==> src/rtl/floor_request_queue.sv <==
// -----------------------------------------------------------------------------
// floor_request_queue
//
// Input stage ahead of the elevator controller. The raw call button and the
// floor switches are synchronised, the button is debounced, and each clean
// 0->1 transition of the debounced button becomes one floor request. Requests
// are held in a small FIFO and presented to the controller with a valid/ready
// handshake. A press whose floor is already queued, or that arrives while the
// queue is full and nothing is leaving, is discarded and flagged on drop_pulse.
//
// Ports
//   sys_clk      in   system clock, all logic on the rising edge
//   sys_rst      in   asynchronous active-low reset
//   valid        in   raw call button (active high, asynchronous, bouncy)
//   SW           in   raw requested-floor switches (asynchronous)
//   req_ready    in   controller takes the head request this cycle
//   req_valid    out  queue non-empty, head request presented
//   req_floor    out  head request floor (meaningless while req_valid=0)
//   queue_count  out  number of held entries
//   queue_full   out  queue_count == DEPTH
//   drop_pulse   out  one-cycle pulse when a press is discarded
// -----------------------------------------------------------------------------
module floor_request_queue #(
  parameter int FLOOR_W      = 3,
  parameter int DEPTH        = 4,
  parameter int DEBOUNCE_CYC = 500000
) (
  input  logic                       sys_clk,
  input  logic                       sys_rst,
  input  logic                       valid,
  input  logic [FLOOR_W-1:0]         SW,
  input  logic                       req_ready,
  output logic                       req_valid,
  output logic [FLOOR_W-1:0]         req_floor,
  output logic [$clog2(DEPTH+1)-1:0] queue_count,
  output logic                       queue_full,
  output logic                       drop_pulse
);

  localparam int PTR_W = $clog2(DEPTH);
  localparam int CNT_W = $clog2(DEPTH + 1);
  localparam int DB_W  = $clog2(DEBOUNCE_CYC);

  localparam logic [DB_W-1:0]  DB_LAST  = DB_W'(DEBOUNCE_CYC - 1);
  localparam logic [CNT_W-1:0] CNT_FULL = CNT_W'(DEPTH);

  // ---------------------------------------------------------------------------
  // Two-flop synchronisers for the button and every switch bit
  // ---------------------------------------------------------------------------
  logic               v_meta_reg;
  logic               v_s_reg;
  logic [FLOOR_W-1:0] sw_meta_reg;
  logic [FLOOR_W-1:0] sw_s_reg;

  always_ff @(posedge sys_clk or negedge sys_rst) begin
    if (!sys_rst) begin
      v_meta_reg <= 1'b0;
      v_s_reg    <= 1'b0;
    end else begin
      v_meta_reg <= valid;
      v_s_reg    <= v_meta_reg;
    end
  end

  genvar gi;
  generate
    for (gi = 0; gi < FLOOR_W; gi++) begin : g_sw_sync
      always_ff @(posedge sys_clk or negedge sys_rst) begin
        if (!sys_rst) begin
          sw_meta_reg[gi] <= 1'b0;
          sw_s_reg[gi]    <= 1'b0;
        end else begin
          sw_meta_reg[gi] <= SW[gi];
          sw_s_reg[gi]    <= sw_meta_reg[gi];
        end
      end
    end
  endgenerate

  // ---------------------------------------------------------------------------
  // Debounce: the synchronised button must disagree with the accepted level
  // for DEBOUNCE_CYC consecutive cycles before the level follows it. Any cycle
  // of agreement restarts the count, so short glitches never get through.
  // ---------------------------------------------------------------------------
  logic [DB_W-1:0] db_cnt_reg;
  logic            level_reg;
  logic            level_d_reg;
  logic            press;

  always_ff @(posedge sys_clk or negedge sys_rst) begin
    if (!sys_rst) begin
      db_cnt_reg  <= '0;
      level_reg   <= 1'b0;
      level_d_reg <= 1'b0;
    end else begin
      level_d_reg <= level_reg;
      if (v_s_reg == level_reg) begin
        db_cnt_reg <= '0;
      end else if (db_cnt_reg == DB_LAST) begin
        level_reg  <= v_s_reg;
        db_cnt_reg <= '0;
      end else begin
        db_cnt_reg <= db_cnt_reg + 1'b1;
      end
    end
  end

  // One-cycle strobe on the rising edge of the debounced level; releases and
  // long holds produce nothing further.
  assign press = level_reg & ~level_d_reg;

  // ---------------------------------------------------------------------------
  // FIFO state
  // ---------------------------------------------------------------------------
  logic [FLOOR_W-1:0] mem_reg [DEPTH];
  logic [PTR_W-1:0]   wr_ptr_reg;
  logic [PTR_W-1:0]   rd_ptr_reg;
  logic [CNT_W-1:0]   count_reg;
  logic               req_valid_reg;
  logic [FLOOR_W-1:0] req_floor_reg;
  logic               queue_full_reg;
  logic               drop_reg;

  logic               pop;
  logic               full_now;
  logic               dup;
  logic               push;
  logic               drop_next;
  logic [DEPTH-1:0]   slot_match;
  logic [PTR_W-1:0]   wr_ptr_next;
  logic [PTR_W-1:0]   rd_ptr_next;
  logic [CNT_W-1:0]   count_next;
  logic [FLOOR_W-1:0] head_next;

  // A slot is held when its distance from the read pointer (mod DEPTH) is
  // below the occupancy. The head is included even if it is leaving this
  // cycle, so re-pressing the floor being served is still a duplicate.
  generate
    for (gi = 0; gi < DEPTH; gi++) begin : g_dup
      logic [PTR_W-1:0] slot_offset;
      logic             slot_held;
      assign slot_offset    = PTR_W'(gi) - rd_ptr_reg;
      assign slot_held      = CNT_W'(slot_offset) < count_reg;
      assign slot_match[gi] = slot_held && (mem_reg[gi] == sw_s_reg);
    end
  endgenerate

  always_comb begin
    pop       = req_valid_reg & req_ready;
    full_now  = (count_reg == CNT_FULL);
    dup       = |slot_match;
    // A full queue still accepts a press when the head leaves in the same cycle.
    push      = press & ~dup & (~full_now | pop);
    drop_next = press & (dup | (full_now & ~pop));

    wr_ptr_next = wr_ptr_reg + PTR_W'(push);
    rd_ptr_next = rd_ptr_reg + PTR_W'(pop);

    count_next = count_reg;
    case ({push, pop})
      2'b10:   count_next = count_reg + 1'b1;
      2'b01:   count_next = count_reg - 1'b1;
      default: count_next = count_reg;
    endcase

    // The new head is the incoming floor when it lands exactly where the read
    // pointer will be (queue empty, or its last entry leaving); otherwise it
    // is already in storage.
    if (push && (wr_ptr_reg == rd_ptr_next)) begin
      head_next = sw_s_reg;
    end else begin
      head_next = mem_reg[rd_ptr_next];
    end
  end

  // Storage array carries no reset; occupancy alone decides what is valid.
  always_ff @(posedge sys_clk) begin
    if (push) begin
      mem_reg[wr_ptr_reg] <= sw_s_reg;
    end
  end

  always_ff @(posedge sys_clk or negedge sys_rst) begin
    if (!sys_rst) begin
      wr_ptr_reg     <= '0;
      rd_ptr_reg     <= '0;
      count_reg      <= '0;
      req_valid_reg  <= 1'b0;
      req_floor_reg  <= '0;
      queue_full_reg <= 1'b0;
      drop_reg       <= 1'b0;
    end else begin
      wr_ptr_reg     <= wr_ptr_next;
      rd_ptr_reg     <= rd_ptr_next;
      count_reg      <= count_next;
      req_valid_reg  <= (count_next != '0);
      req_floor_reg  <= head_next;
      queue_full_reg <= (count_next == CNT_FULL);
      drop_reg       <= drop_next;
    end
  end

  assign req_valid   = req_valid_reg;
  assign req_floor   = req_floor_reg;
  assign queue_count = count_reg;
  assign queue_full  = queue_full_reg;
  assign drop_pulse  = drop_reg;

endmodule

==> config.mk <==
export PLATFORM = sky130hd
export DESIGN_NAME = floor_request_queue
export DESIGN_NICKNAME = d
export VERILOG_FILES = /design/src/rtl/floor_request_queue.sv
export SDC_FILE = /design/constraint.sdc
export NUM_CORES = 1
export LEC_CHECK = 0
export CAP_MARGIN = 40
export CORE_UTILIZATION = 62
export CTS_BUF_LIST = sky130_fd_sc_hd__clkbuf_8 sky130_fd_sc_hd__clkbuf_16
export DETAILED_ROUTE_END_ITERATION = 12
export HOLD_SLACK_MARGIN = 0.03
export PLACE_DENSITY = 0.79
export SLEW_MARGIN = 30
export SYNTH_ARGS = -nofsm -noshare
export SYNTH_HDL_FRONTEND = slang
export SYNTH_SLANG_ARGS = --single-unit
==> constraint.sdc <==
create_clock -name sys_clk -period 5.1 [get_ports sys_clk]
set_input_delay 1.02 -clock sys_clk [delete_from_list [all_inputs] [get_ports sys_clk]]
set_output_delay 1.02 -clock sys_clk [all_outputs]
set_load 0.01 [all_outputs]
==> results of run 1 <==
## layout make-up
| type | instances | area (um^2) |
|---|---|---|
| Inverter | 9 | 33.8 |
| Fill cell | 290 | 1110 |
| Clock buffer | 5 | 68.8 |
| Tap cell | 50 | 62.6 |
| Sequential cell | 54 | 1410 |
| Multi-Input combinational cell | 165 | 1260 |
| Timing Repair Buffer | 16 | 165 |
| Clock inverter | 3 | 26.3 |
## per-layer routing
layer	GRT usage	share of wire	vias to the layer above
met5	0	0	-
met1	0.308	0.48	861
met4	0.0885	0.017	0
met2	0.364	0.47	28
li1	-	-	853
met3	0.0510	0.030	8
## cells by family after synthesis
kind of cell / count (synthesis)
DFF: 54
xor gates and xnor gates: 37
AOI/OAI and AO/OA: 18
muxes: 11
buffers and inverters: 17
and+or+nand+nor: 91
adders and majority gates: 8
## final timing paths
kind	slack (ns)	from	depth (start not counted)	to
worst max-delay path	1.61	queue_count[1]	10	req_valid
worst min-delay path	0.35	v_meta_reg	0	v_s_reg
worst max register to register	1.61	queue_count[1]	10	req_valid
worst min register to register	0.35	v_meta_reg	0	v_s_reg
max in group asynchronous	4.00	sys_rst	2	db_cnt_reg[2]
min in group asynchronous	0.62	sys_rst	1	req_floor[0]
## placed cells by master (no fill, tap or decap), types with 3 or more instances in the layout
cell              n
a21oi_1           4
nand2b_1          3
mux2i_1           4
nor3_1            9
clkbuf_8          5
clkdlybuf4s50_1  14
and4_1            3
or2_2             3
mux2_2            4
xor2_1           23
nand3_1           9
clkinv_4          3
edfxtp_1         12
dfrtp_1          42
mux4_2            3
nor4_1            6
xnor2_1          11
nand4_1           4
ha_1              7
xor2_2            3
nor2_1           27
inv_1             9
nand2_1          13
## metrics by stage
step / hold slack (ns) / worst slack [ns] / cell area [um^2] / utilization / cells
final: 0.355 / 1.61 / 3030 / 0.732 / 302
after CTS: 0.358 / 1.65 / 3030 / 0.732 / 302
after global placement: 0.332 / 1.46 / 2920 / 0.704 / 293
after global routing: 0.364 / 1.30 / 3030 / 0.732 / 302
after detailed placement: 0.335 / 1.32 / 2940 / 0.709 / 294
after floorplan: 0.331 / 1.93 / 2750 / - / 236
## report_power, final
part | total (mW) | switching [mW] | internal (mW)
Combinational | 0.479 | 0.236 | 0.243
Sequential | 0.552 | 0.0657 | 0.486
Clock | 0.238 | 0.139 | 0.0992
==> qor.txt, run 1 <==
status: finished, final reports clean
Synth Cell Area: 0.00275 mm^2
GPL Wtd Cong: 0.794
Via density: 5.79
Antenna Violating Nets Remaining: 0
warnings from Yosys: 0
final setup fails: 0
# IOs: 16
main combinational cell family by area after synthesis: simple AND/OR/NAND/NOR gates
CP Capture Type: flop
max_cap viols: 0
WL final: 4.56 mm
maximum vdd ir drop: 0.237 mV
crit-path leading delay family: simple AND/OR/NAND/NOR gates
Core ar.: 0.00414 mm^2
HPWL after detailed placement: 3.37 mm
Final min period: 3.49 ns
Worst Path Buf+Inv: 1
pwr dens: 419 mW/mm^2
post-synth cell types: 46
Leak: 1.27 nW
critical path required time: 5.30 ns
leading cell types by count after synthesis: dfrtp_1 (42), nor2_1 (27), xor2_1 (23), nand2_1 (13), edfxtp_1 (12)
CTS tree: built
crit share post-route: 0.685
global route overflow: 0
global-route wire length before repair: 7.67 mm
row cnt: 23
Vias: 1,750
area delta synth->final: 10.1%
Clk pin slew, worst setup/hold paths: 0.09 ns
Tightest Pin Transition: 0.582 ns
Die Wd: 68.6 um
post-synthesis mux area share: 0.0554
WS Path Type: flop to flop
Syn Inst Count: 236
drt wl/cell: 15.1 um
count of hold-fix buffers inserted at cts: 0
Clock Skew: 0.00779 ns
first-pass detailed-route iteration total: 4
CTS sink cnt: 54
post-CTS setup repair buffer count: 0
Max stage delay cell, worst path: fa_1
number of nets in the layout: 266
pin count of the biggest net entering global routing: 29
Crit path largest cell delay: 0.55 ns
setup TNS: 0 ns
Compound-Gate Fraction of Synth Area: 0.0613
top-area cell type share of the netlist area: 0.382
GRT Total Usage: 0.230
top cells by area, synth: dfrtp_1 (38%), edfxtp_1 (13%), xor2_1 (7.3%), nor2_1 (3.7%), xnor2_1 (3.5%)
EDFF count, synth: 12
Worst Hold Class: flop to flop
CTS Buf Count: 5
port bufs: 15
CTS H-tree lvls: 2
number of diodes: 0
die area: 0.00471 mm^2
vias in the first global route: 1,645
XOR/XNOR Fraction of Synth Area: 0.126
max reg flops: 19
initial antenna violation count: 0
clk buf depth: 2
Initial Util: 0.665
Rel. slew slack: 0.610
simple-gate portion of the synthesized area: 0.177
Pins Over Slew Limit: 0
DRC violations left: 0
largest area contributor in the netlist: dfrtp_1
Critical Path Source Type: flop
ys async rst share: 0.778
adder-cell share of the synthesized area: 0.0391
Primary FF master, synth: dfrtp_1
most frequent cell after synthesis: dfrtp_1
Synth Register Bits: 54
Clock Tree Root: clkbuf_8
clk_lat worst skew: 0.31 ns
initial DRC count: 92
sequential cell area fraction in the yosys report: 0.512
layout cells sized above 1: 0.111
Worst EP arrival: 3.69 ns
critical-path cell list: inv_1 > ha_1 > nor4_1 > a221oi_2 > a31oi_1 > fa_1 > nand2b_1 > nor4b_1 > mux2i_1 > o211a_1
syn avg cell area: 11.7 um^2
die height: 68.6 um
CP Max Fanout: 7
Hold Fails Final Rpt: 0
fmax: 0.286 GHz
post-CTS resize count: 0
RSZ-0062 raised after global routing: no
total power: 1.27 mW
synthesized net count: 251
(Power assumes the default switching activity.)
==> inputs of run 2 (changes only) <==
--- a/config.mk
+++ b/config.mk
@@ -6,11 +6,11 @@
 export NUM_CORES = 1
 export LEC_CHECK = 0
 export CAP_MARGIN = 40
-export CORE_UTILIZATION = 62
+export CORE_UTILIZATION = 53
 export CTS_BUF_LIST = sky130_fd_sc_hd__clkbuf_8 sky130_fd_sc_hd__clkbuf_16
 export DETAILED_ROUTE_END_ITERATION = 12
 export HOLD_SLACK_MARGIN = 0.03
-export PLACE_DENSITY = 0.79
+export PLACE_DENSITY = 0.72
 export SLEW_MARGIN = 30
 export SYNTH_ARGS = -nofsm -noshare
 export SYNTH_HDL_FRONTEND = slang
==> constraint.sdc (replaced) <==
create_clock -name sys_clk -period 3.1 [get_ports sys_clk]
set_input_delay 0.62 -clock sys_clk [delete_from_list [all_inputs] [get_ports sys_clk]]
set_output_delay 0.62 -clock sys_clk [all_outputs]
set_load 0.01 [all_outputs]
==> run 2 against run 1 <==
Effect of this change:
- core utilization decreased by 6.9 points
- worst hold slack got worse by 0.092 ns
- maximum frequency increased by 17%
- final cell count increased by 10%
- clock power increased by 68%
- first-iteration DRC count increased by 47%
- die area increased by 16%
- highest routed layer unchanged
- largest cell class unchanged
- worst setup slack got worse by 1.5 ns
==> qor.txt, run 2 (same netlist as run 1, synthesis figures left out) <==
WL final: 5.13 mm (was 4.56 mm)
Cells after DPL: 325 (was 294)
clock share of power: 0.176 (was 0.188)
global route overflow: 0 (unchanged)
critical path required time: 3.32 ns (was 5.30 ns)
first-pass detailed-route iteration total: 4 (unchanged)
Comb power frac: 0.438 (was 0.378)
critical-path cell list: buf_12 > xor2_2 > nor3_1 > o41ai_4 > a31oi_1 > fa_1 > xnor2_1 > or2_2 > o2bb2a_1 > o22ai_1 (was inv_1 > ha_1 > nor4_1 > a221oi_2 > a31oi_1 > fa_1 > nand2b_1 > nor4b_1 > mux2i_1 > o211a_1)
vias in the first global route: 1,805 (was 1,645)
Seq pwr share: 0.386 (was 0.435)
clk_lat worst skew: 0.31 ns (about the same)
GRT Total Usage: 0.205 (was 0.230)
crit-path leading delay family: compound AO/OA/AOI/OAI gates (was simple AND/OR/NAND/NOR gates)
CTS H-tree lvls: 2 (unchanged)
Tightest Pin Transition: 0.612 ns (was 0.582 ns)
Worst Path Buf+Inv: 1 (unchanged)
layout cells sized above 1: 0.192 (was 0.111)
die height: 74.1 um (was 68.6 um)
status: finished, final reports clean (unchanged)
CTS tree: built (unchanged)
setup TNS: 0 ns (unchanged)
# IOs: 16 (unchanged)
global-route wire length before repair: 8.34 mm (was 7.67 mm)
die area: 0.00549 mm^2 (was 0.00471 mm^2)
Leak: 1.34 nW (was 1.27 nW)
CTS Buf Count: 5 (unchanged)
CP Capture Type: flop (unchanged)
GPL Wtd Cong: 0.826 (was 0.794)
final setup fails: 0 (unchanged)
reg2reg setup slack: 0.12 ns (was 1.61 ns)
Core ar.: 0.00485 mm^2 (was 0.00414 mm^2)
Sw Pwr: 0.811 mW (was 0.441 mW)
Clock Skew: 0.0178 ns (was 0.00779 ns)
fmax: 0.336 GHz (was 0.286 GHz)
Critical Path Source Type: flop (unchanged)
Worst Hold Class: input pin to async pin (was flop to flop)
Max stage delay cell, worst path: dfrtp_1 (was fa_1)
Hold Fails Final Rpt: 0 (unchanged)
CTS sink cnt: 54 (unchanged)
initial DRC count: 135 (was 92)
setup ws final: 0.120 ns (was 1.61 ns)
Antenna Violating Nets Remaining: 0 (unchanged)
CP Max Fanout: 7 (unchanged)
drt wl/cell: 15.4 um (was 15.1 um)
crit share post-route: 0.961 (was 0.685)
number of diodes: 0 (unchanged)
number of nets in the layout: 280 (was 266)
Final Instance Count excl. Fillers: 333 (was 302)
DRC violations left: 0 (unchanged)
port bufs: 15 (unchanged)
initial antenna violation count: 0 (unchanged)
Clk pin slew, worst setup/hold paths: 0.11 ns (was 0.09 ns)
Crit path largest cell delay: 0.49 ns (was 0.55 ns)
Setup Slack @ Placement: 0.115 ns (was 1.32 ns)
Rel. slew slack: 0.589 (was 0.610)
Pins Over Slew Limit: 0 (unchanged)
most frequent cells in the layout: dfrtp_1 (40), nor2_1 (27), xor2_1 (23), clkdlybuf4s50_1 (14) (was dfrtp_1 (42), nor2_1 (27), xor2_1 (23), clkdlybuf4s50_1 (14), nand2_1 (13))
commonest non-fill, non-tap cell in the layout: dfrtp_1 (unchanged)
area delta synth->final: 16.7% (was 10.1%)
row cnt: 25 (was 23)
Clock Tree Root: clkbuf_8 (unchanged)
max reg flops: 19 (unchanged)
HPWL after detailed placement: 3.67 mm (was 3.37 mm)
clk buf depth: 2 (unchanged)
Sw Share: 0.357 (was 0.347)
WS Path Type: flop to flop (unchanged)
Via density: 5.45 (was 5.79)
Hold Slack: 0.263 ns (was 0.355 ns)
max_cap viols: 0 (unchanged)
Die Wd: 74.1 um (was 68.6 um)
Initial Util: 0.568 (was 0.665)
pin count of the biggest net entering global routing: 23 (was 29)
Vias: 1,816 (was 1,750)
internal cell power: 1.46 mW (was 0.828 mW)
pwr dens: 707 mW/mm^2 (was 419 mW/mm^2)
Worst EP arrival: 3.20 ns (was 3.69 ns)
maximum vdd ir drop: 0.499 mV (was 0.237 mV)
Final Core Density: 0.663 (was 0.732)
Final min period: 2.98 ns (was 3.49 ns)
-- run 2: final timing paths --
path / start / cells after the start / to
max: sw_s_reg[0] / 10 / queue_full
min: sys_rst / 1 / req_floor[1]
max reg2reg: sw_s_reg[0] / 10 / queue_full
min reg2reg: v_meta_reg / 0 / v_s_reg
max in group asynchronous: sys_rst / 2 / rd_ptr_reg[1]
min in group sys_clk: v_meta_reg / 0 / v_s_reg
-- run 2: final cells by class --
cell class / count / area (um^2)
Clock buffer: 5 / 68.8
Multi-Input combinational cell: 165 / 1300
Clock inverter: 3 / 25.0
Inverter: 9 / 33.8
Sequential cell: 54 / 1410
Tap cell: 67 / 83.8
Timing Repair Buffer: 30 / 290
Fill cell: 379 / 1640
-- run 2: worst register-to-register path, stage by stage, from the launching register on --
cell and delay [ns]:
dfrtp_1 0.49, buf_12 0.18, xor2_2 0.26, nor3_1 0.13, o41ai_4 0.41, a31oi_1 0.19, fa_1 0.43, xnor2_1 0.15
or2_2 0.26, o2bb2a_1 0.29, o22ai_1 0.12
-- run 2: timing repair --
item,4_1_cts,5_1_grt
gates resized for setup,0,9
setup buffers,0,0
endpoints found under the setup margin,0,2
hold buffers,0,0
-- run 2: power groups by stage --
| stage | sequential, mW | clock [mW] | combinational, mW |
|---|---|---|---|
| CTS | 0.870 | 0.416 | 0.956 |
| finish | 0.876 | 0.400 | 0.995 |
| detailed placement | 0.885 | 0 | 0.947 |
| global placement | 0.883 | 0 | 0.925 |
| global route | 0.886 | 0.432 | 1.09 |
| floorplan | 0.896 | 0 | 0.586 |
-- run 2: stage by stage --
stage	instance area (um^2)	total power [mW]
2_1_floorplan	2750	1.48
3_3_place_gp	3060	1.81
3_5_place_dp	3080	1.83
4_1_cts	3180	2.24
5_1_grt	3210	2.41
6_report	3210	2.27
-- run 2: layer usage --
| metal | track usage | vias to the layer above | wire [um] |
|---|---|---|---|
| li1 | - | 886 | - |
| met1 | 0.283 | 894 | 2510 |
| met2 | 0.335 | 34 | 2480 |
| met3 | 0.0407 | 2 | 116 |
| met4 | 0.0534 | 0 | 27 |
| met5 | 0 | - | 0 |
